**config.mk**
```make
export PLATFORM = sky130hd
export DESIGN_NAME = vec_eac_gen
export DESIGN_NICKNAME = d
export VERILOG_FILES = /design/src/rtl/vec_eac_gen.sv
export SDC_FILE = /design/constraint.sdc
export NUM_CORES = 1
export LEC_CHECK = 0
export ABC_AREA = 0
export ABC_CLOCK_PERIOD_IN_PS = 2950
export CAP_MARGIN = 20
export CORE_UTILIZATION = 48
export CTS_CLUSTER_DIAMETER = 150
export DETAILED_ROUTE_END_ITERATION = 10
export GPL_TIMING_DRIVEN = 0
export PLACE_DENSITY = 0.85
export RECOVER_POWER = 25
export SLEW_MARGIN = 40
export SYNTH_ARGS = -nofsm -noshare
export SYNTH_HDL_FRONTEND = slang
export SYNTH_SLANG_ARGS = --single-unit
```
**constraint.sdc**
```tcl
create_clock -name clk -period 2.95 [get_ports clk]
set_input_delay 0.59 -clock clk [delete_from_list [all_inputs] [get_ports clk]]
set_output_delay 0.59 -clock clk [all_outputs]
set_load 0.01 [all_outputs]
```
**src/rtl/vec_eac_gen.sv**
```systemverilog
// Vector effective-address generator: expands one vector load/store into one
// row address per 8-lane chunk, writes them into an LSQ entry, then signals done.
module vec_eac_gen #(
  parameter int ADDR_W = 8,
  parameter int CHUNKS = 4,
  parameter int LSQ_W  = 4,
  parameter int RS_W   = 3
) (
  input  logic                      clk,
  input  logic                      rst,
  input  logic                      req_valid,
  output logic                      req_ready,
  input  logic [6:0]                req_opcode,
  input  logic [ADDR_W-1:0]         req_base,
  input  logic [ADDR_W-1:0]         req_stride,
  input  logic [LSQ_W-1:0]          req_lsq_idx,
  input  logic [RS_W-1:0]           req_rs_idx,
  output logic                      lsq_wr_en,
  input  logic                      lsq_wr_ready,
  output logic [LSQ_W-1:0]          lsq_wr_idx,
  output logic [$clog2(CHUNKS)-1:0] lsq_wr_chunk,
  output logic [ADDR_W-1:0]         lsq_wr_addr,
  output logic                      eac_done,
  output logic [RS_W-1:0]           eac_done_rs_idx,
  output logic                      eac_done_is_load,
  output logic                      err_illegal,
  output logic                      busy
);

  localparam int CW = $clog2(CHUNKS);

  localparam logic [1:0] S_IDLE = 2'd0;
  localparam logic [1:0] S_GEN  = 2'd1;
  localparam logic [1:0] S_DONE = 2'd2;

  localparam logic [6:0] OP_VLOAD  = 7'b0000111;
  localparam logic [6:0] OP_VSTORE = 7'b0100111;

  logic [1:0]        state_q, state_d;
  logic [CW-1:0]     chunk_q, chunk_d;
  logic [ADDR_W-1:0] cur_addr_q, cur_addr_d;
  logic [ADDR_W-1:0] stride_q, stride_d;
  logic [LSQ_W-1:0]  lsq_idx_q, lsq_idx_d;
  logic [RS_W-1:0]   rs_idx_q, rs_idx_d;
  logic              is_load_q, is_load_d;
  logic              req_ready_q, req_ready_d;
  logic              wr_en_q, wr_en_d;
  logic              done_q, done_d;
  logic              err_q, err_d;
  logic              busy_q, busy_d;

  logic              hs;
  logic              legal;

  // The ready flop can only rise on an edge with rst low; the gate keeps the
  // port low for the whole of any cycle in which reset is asserted.
  assign req_ready = req_ready_q & ~rst;
  assign hs        = req_valid & req_ready;
  assign legal     = (req_opcode == OP_VLOAD) || (req_opcode == OP_VSTORE);

  always_comb begin
    state_d    = state_q;
    chunk_d    = chunk_q;
    cur_addr_d = cur_addr_q;
    stride_d   = stride_q;
    lsq_idx_d  = lsq_idx_q;
    rs_idx_d   = rs_idx_q;
    is_load_d  = is_load_q;
    err_d      = 1'b0;

    case (state_q)
      S_IDLE: begin
        if (hs) begin
          if (legal) begin
            stride_d   = req_stride;
            lsq_idx_d  = req_lsq_idx;
            rs_idx_d   = req_rs_idx;
            is_load_d  = (req_opcode == OP_VLOAD);
            chunk_d    = '0;
            cur_addr_d = req_base;
            state_d    = S_GEN;
          end else begin
            err_d = 1'b1;
          end
        end
      end
      S_GEN: begin
        if (wr_en_q && lsq_wr_ready) begin
          if (chunk_q == CW'(CHUNKS - 1)) begin
            state_d = S_DONE;
          end else begin
            chunk_d    = chunk_q + CW'(1);
            // Negative strides fall out of modular addition; wrap is silent.
            cur_addr_d = cur_addr_q + stride_q;
          end
        end
      end
      S_DONE: begin
        state_d = S_IDLE;
      end
      default: begin
        state_d = S_IDLE;
      end
    endcase

    // Output flops are loaded from the next state so every port is registered.
    wr_en_d     = (state_d == S_GEN);
    done_d      = (state_d == S_DONE);
    req_ready_d = (state_d == S_IDLE);
    busy_d      = (state_d != S_IDLE);
  end

  always_ff @(posedge clk) begin
    if (rst) begin
      state_q     <= S_IDLE;
      chunk_q     <= '0;
      cur_addr_q  <= '0;
      stride_q    <= '0;
      lsq_idx_q   <= '0;
      rs_idx_q    <= '0;
      is_load_q   <= 1'b0;
      req_ready_q <= 1'b0;
      wr_en_q     <= 1'b0;
      done_q      <= 1'b0;
      err_q       <= 1'b0;
      busy_q      <= 1'b0;
    end else begin
      state_q     <= state_d;
      chunk_q     <= chunk_d;
      cur_addr_q  <= cur_addr_d;
      stride_q    <= stride_d;
      lsq_idx_q   <= lsq_idx_d;
      rs_idx_q    <= rs_idx_d;
      is_load_q   <= is_load_d;
      req_ready_q <= req_ready_d;
      wr_en_q     <= wr_en_d;
      done_q      <= done_d;
      err_q       <= err_d;
      busy_q      <= busy_d;
    end
  end

  assign lsq_wr_en        = wr_en_q;
  assign lsq_wr_idx       = lsq_idx_q;
  assign lsq_wr_chunk     = chunk_q;
  assign lsq_wr_addr      = cur_addr_q;
  assign eac_done         = done_q;
  assign eac_done_rs_idx  = rs_idx_q;
  assign eac_done_is_load = is_load_q;
  assign err_illegal      = err_q;
  assign busy             = busy_q;

endmodule

```
### After elaboration in Yosys (flattened, before gate mapping)

Index checks and enable logic that the tools add are counted.

* flip-flop bits (word level): 33
* output and inout bits: 23

* add/sub/neg operators: 2
* eq/ne operators: 10
* muxes and demuxes: 16
* bitwise operators: 5
* reductions and logical operators: 9

Operators with widths (count)
* $mux W8: 4
* $mux W2: 8
* $pmux W8 S2: 1
* $add A8 B8 Y8: 1
* $ne A2 B2 Y1 const B: 4
* $pmux W2 S2: 2
* $eq A7 B3 Y1 const B: 1
* $eq A7 B6 Y1 const B: 1
* $reduce_and A5 Y1: 1
* $eq A2 B1 Y1 const B: 2
* $eq A2 B2 Y1 const B: 2
* $logic_not A2 Y1: 2
* $reduce_bool A2 Y1: 2
* $not A1 Y1: 3
* $reduce_and A3 Y1: 1
* $reduce_or A3 Y1: 1
* $add A2 B1 Y2 const B: 1
* $and A1 B1 Y1: 2
* $logic_and A1 B1 Y1: 1
* $logic_or A1 B1 Y1: 1
* $mux W1: 1

### Logic depth before layout (Yosys ltp)

* word-level depth: 6
* mapped depth: 8
* gate-level depth less buffers: 8

### Least setup slack after synthesis

Ideal clock, no wire load.

* path type: input to register
* start point: input rst
* end point: register cur_addr_q[7], in the netlist lsq_wr_addr[7]
* library setup time: 0.143 ns
* arrival time: 1.971 ns
* path slack: 0.836 ns
* stages: 7
* cell sequence: clkbuf_1 nor4b_2 nand4_1 and2_4 buf_6 a2111oi_2 a2111oi_0

* cells in the longest elaborated chain, start to end: 5

RTL lines
* start: declaration: RTL line 10 `input logic rst,`
* $not A1 Y1: RTL line 57 `assign req_ready = req_ready_q & ~rst;`
* $and A1 B1 Y1: RTL line 57
* $and A1 B1 Y1: RTL line 58 `assign hs = req_valid & req_ready;`
* $ne A2 B2 Y1 (no source line)
* $reduce_and A5 Y1 (no source line)
* end signal: assignment: RTL line 130 `cur_addr_q <= cur_addr_d;`
* end: declaration: RTL line 41 `logic [ADDR_W-1:0] cur_addr_q, cur_addr_d;`

Parallel ways exist; a longest one is shown, timed or not.
A chain may end at the register's enable or synchronous reset.

### Final worst setup path

* start point: input req_opcode[1]
* end point: register cur_addr_q[7], in the netlist lsq_wr_addr[7]

* cells in the longest elaborated chain, start to end: 4

RTL lines
* start: declaration: RTL line 13 `input logic [6:0] req_opcode,`
* $eq A7 B3 Y1 or $eq A7 B6 Y1 (tied branches): RTL line 59 `assign legal = (req_opcode == OP_VLOAD) || (req_opcode == OP_VSTORE);`
* $logic_or A1 B1 Y1 *: RTL line 59
* $ne A2 B2 Y1 (no source line) *
* $reduce_and A5 Y1 (no source line) *

Mark *: on every way between the ends. The rest lies on a longest branch, timed or not.

==> flow_summary.json <==
{
  "core_um2": 3100,
  "dp_hpwl_um": 2690,
  "fill_cells": 265,
  "yosys_warnings": 0,
  "synth_top_area_share": 0.415,
  "vdd_ir_drop_max_uv": 245,
  "grt_max_degree": 11,
  "required_ns": 3.15,
  "grt_remaining_overflow": 0,
  "wl_per_cell_um": 12.5,
  "grt_pass1_vias": 1315,
  "post_cts_buffers": 0,
  "met2_usage": 0.334,
  "cts_tree": "yes",
  "slowest_delay_ns": 0.51,
  "clkLatencyLatePin_ns": 0.33,
  "die_h_um": 59.6,
  "fin_util": 0.730,
  "slew_violations": 0,
  "cp-start-kind": "input port",
  "critPathMaxFanout": 8,
  "remaining_drc_errors": 0,
  "viasPerCell": 5.15,
  "setup_tns_ns": 0,
  "clock-sinks": 33,
  "ctsResizeCount": 0,
  "hold_buffers": 0,
  "synth_cell_types": 38,
  "ys_top_cells_by_area": "dfxtp_1, mux2i_1, nor2_1",
  "crit_chain": "dlygate4sd3_1, and4b_1, nand4_1, and2_4, buf_6, a2111oi_2, a2111oi_0",
  "period_needed_ns": 2.28,
  "p_per_area_nw_per_um2": 354,
  "vias": 1446,
  "cp-end-kind": "register",
  "grt_pass1_wl_um": 5690,
  "rsz0062_at_grt": "false",
  "synthFlopType": "dfxtp_1",
  "first_pass_iters": 4,
  "hold_slack_ns": 0.500,
  "routed_wirelength_um": 3510,
  "busiest_layer": "met2",
  "p_leak_nw": 0.994,
  "synth_common_cells": "dfxtp_1, nor2_1, mux2i_1",
  "relSlewSlack": 0.643,
  "worstMarginPinSlew_ns": 0.535,
  "arrival_ns": 2.49,
  "netlist_instances": 174,
  "maxCapViolations": 0,
  "critPathSlowestCell": "dlygate4sd3_1",
  "grtUsageTotal": 0.220,
  "io_pins": 57,
  "io_buffers": 55,
  "hold_class": "register to register",
  "drtAntennaViolNets": 0,
  "gp_congestion": 0.832,
  "register_area_um2": 661,
  "numCtsBuffers": 5,
  "setup_viol": 0,
  "antenna_found_initial": 0,
  "gr-usage-met1": 0.292,
  "clkTransAtPathRegs_ns": 0.10,
  "fin_crit_sh": 0.774,
  "drive_above_1_share": 0.0633,
  "synth_seq_cells": 33,
  "synth_area_leader_cell": "dfxtp_1",
  "async_flop_share": 0,
  "drt_iter0_drc": 35,
  "root_buffer": "clkbuf_4",
  "antenna_cells": 0,
  "fmaxAchievable_mhz": 438,
  "worstSetupPathType": "input port to register",
  "row_count": 20,
  "initial_core_util": 0.513,
  "die_area_um2": 3550,
  "fin_skew_ns": 0.00304,
  "yosysSeqAreaShare": 0.415,
  "use_met3": 0.0677,
  "clock_path_buffers": 2,
  "htreeDepth": 2,
  "multi_input_area_um2": 871,
  "die_x_um": 59.6,
  "syn-cell-area_um2": 1590,
  "syn-num-nets": 217,
  "synth_enable_flop_cells": 0,
  "nets": 279,
  "status": "finished, final reports clean",
  "synth_most_common_cell": "dfxtp_1",
  "syn_to_final_growth_pct": 42.2,
  "finalHoldViolCount": 0,
  "postSynthAreaPerCell_um2": 9.15
}
[final timing paths]
| path | from | to | slack [ns] | cells after the start |
|---|---|---|---|---|
| max | req_opcode[1] | lsq_wr_addr[7] | 0.67 | 7 |
| min | eac_done_rs_idx[2] | eac_done_rs_idx[2] | 0.50 | 2 |
| max reg2reg | state_q[1] | lsq_wr_addr[7] | 0.85 | 7 |
| min reg2reg | eac_done_rs_idx[2] | eac_done_rs_idx[2] | 0.50 | 2 |
[cells in the final DEF, fill, tap and decap left out, types with 2 or more instances in the layout]
master            n
nor4_1            2
nand3_1           2
a21oi_1           9
inv_1             4
clkbuf_4          5
nor2b_1           3
clkbuf_8          2
nor3_1            5
dlygate4sd3_1    10
xor2_1            3
dfxtp_1          33
a211oi_1         11
mux2i_1          19
clkdlybuf4s50_1  45
nor2_1           32
a31oi_1           2
clkbuf_1          7
nand2_1          11
ha_1              8
o21ai_0           2
[worst max-delay path: cells and delay by family]
family	cells	cell delay (ns)
simple gates	3	0.81
buf+inv	2	0.64
compound gates	2	0.45
[logic make-up after synthesis]
family	count (synthesis)	synth area share
simple gates	66	0.201
buf+inv	13	0.0385
flops	33	0.415
mux	19	0.119
xor+xnor	3	0.0165
compound gates	31	0.134
fa+ha+maj	9	0.0754
[routing by layer]
layer	up-vias	part of all wire	routed length (µm)
li1	742	-	-
met1	654	0.49	1730
met2	46	0.43	1500
met3	4	0.062	218
met4	0	0.015	54
met5	-	0	0
[sequential cells by signal (all words and copies together) (netlist names)]
| name | count |
|---|---|
| state_q | 2 |
| err_illegal | 1 |
| req_ready_q | 1 |
| lsq_wr_en | 1 |
| busy | 1 |
| lsq_wr_addr | 8 |
| eac_done_is_load | 1 |
| lsq_wr_chunk | 2 |
| eac_done_rs_idx | 3 |
| stride_q | 8 |
| eac_done | 1 |
| lsq_wr_idx | 4 |
[where the power goes]
group | internal [mW] | switching, mW
Sequential | 0.447 | 0.000840
Combinational | 0.0453 | 0.0195
Clock | 0.138 | 0.152
Total | 0.630 | 0.172
[layout make-up]
class / instances / area share
multi-input combinational: 128 / 0.385
clock inverter: 1 / 0.00221
sequential: 33 / 0.292
inverter: 4 / 0.00663
timing repair buffer: 55 / 0.243
clock buffer: 7 / 0.0287
buffer: 9 / 0.0188
tap: 44 / 0.0243
[through the flow]
step	instance area [µm²]	worst slack (ns)	total power [mW]	instances
after global routing	2260	0.474	0.833	281
after floorplan	1590	0.836	0.474	174
after detailed placement	2200	0.366	0.524	273
final	2260	0.667	0.802	281
after global placement	2200	0.381	0.523	273
after CTS	2270	0.719	0.809	281
Power figures use the tool's default switching activity.
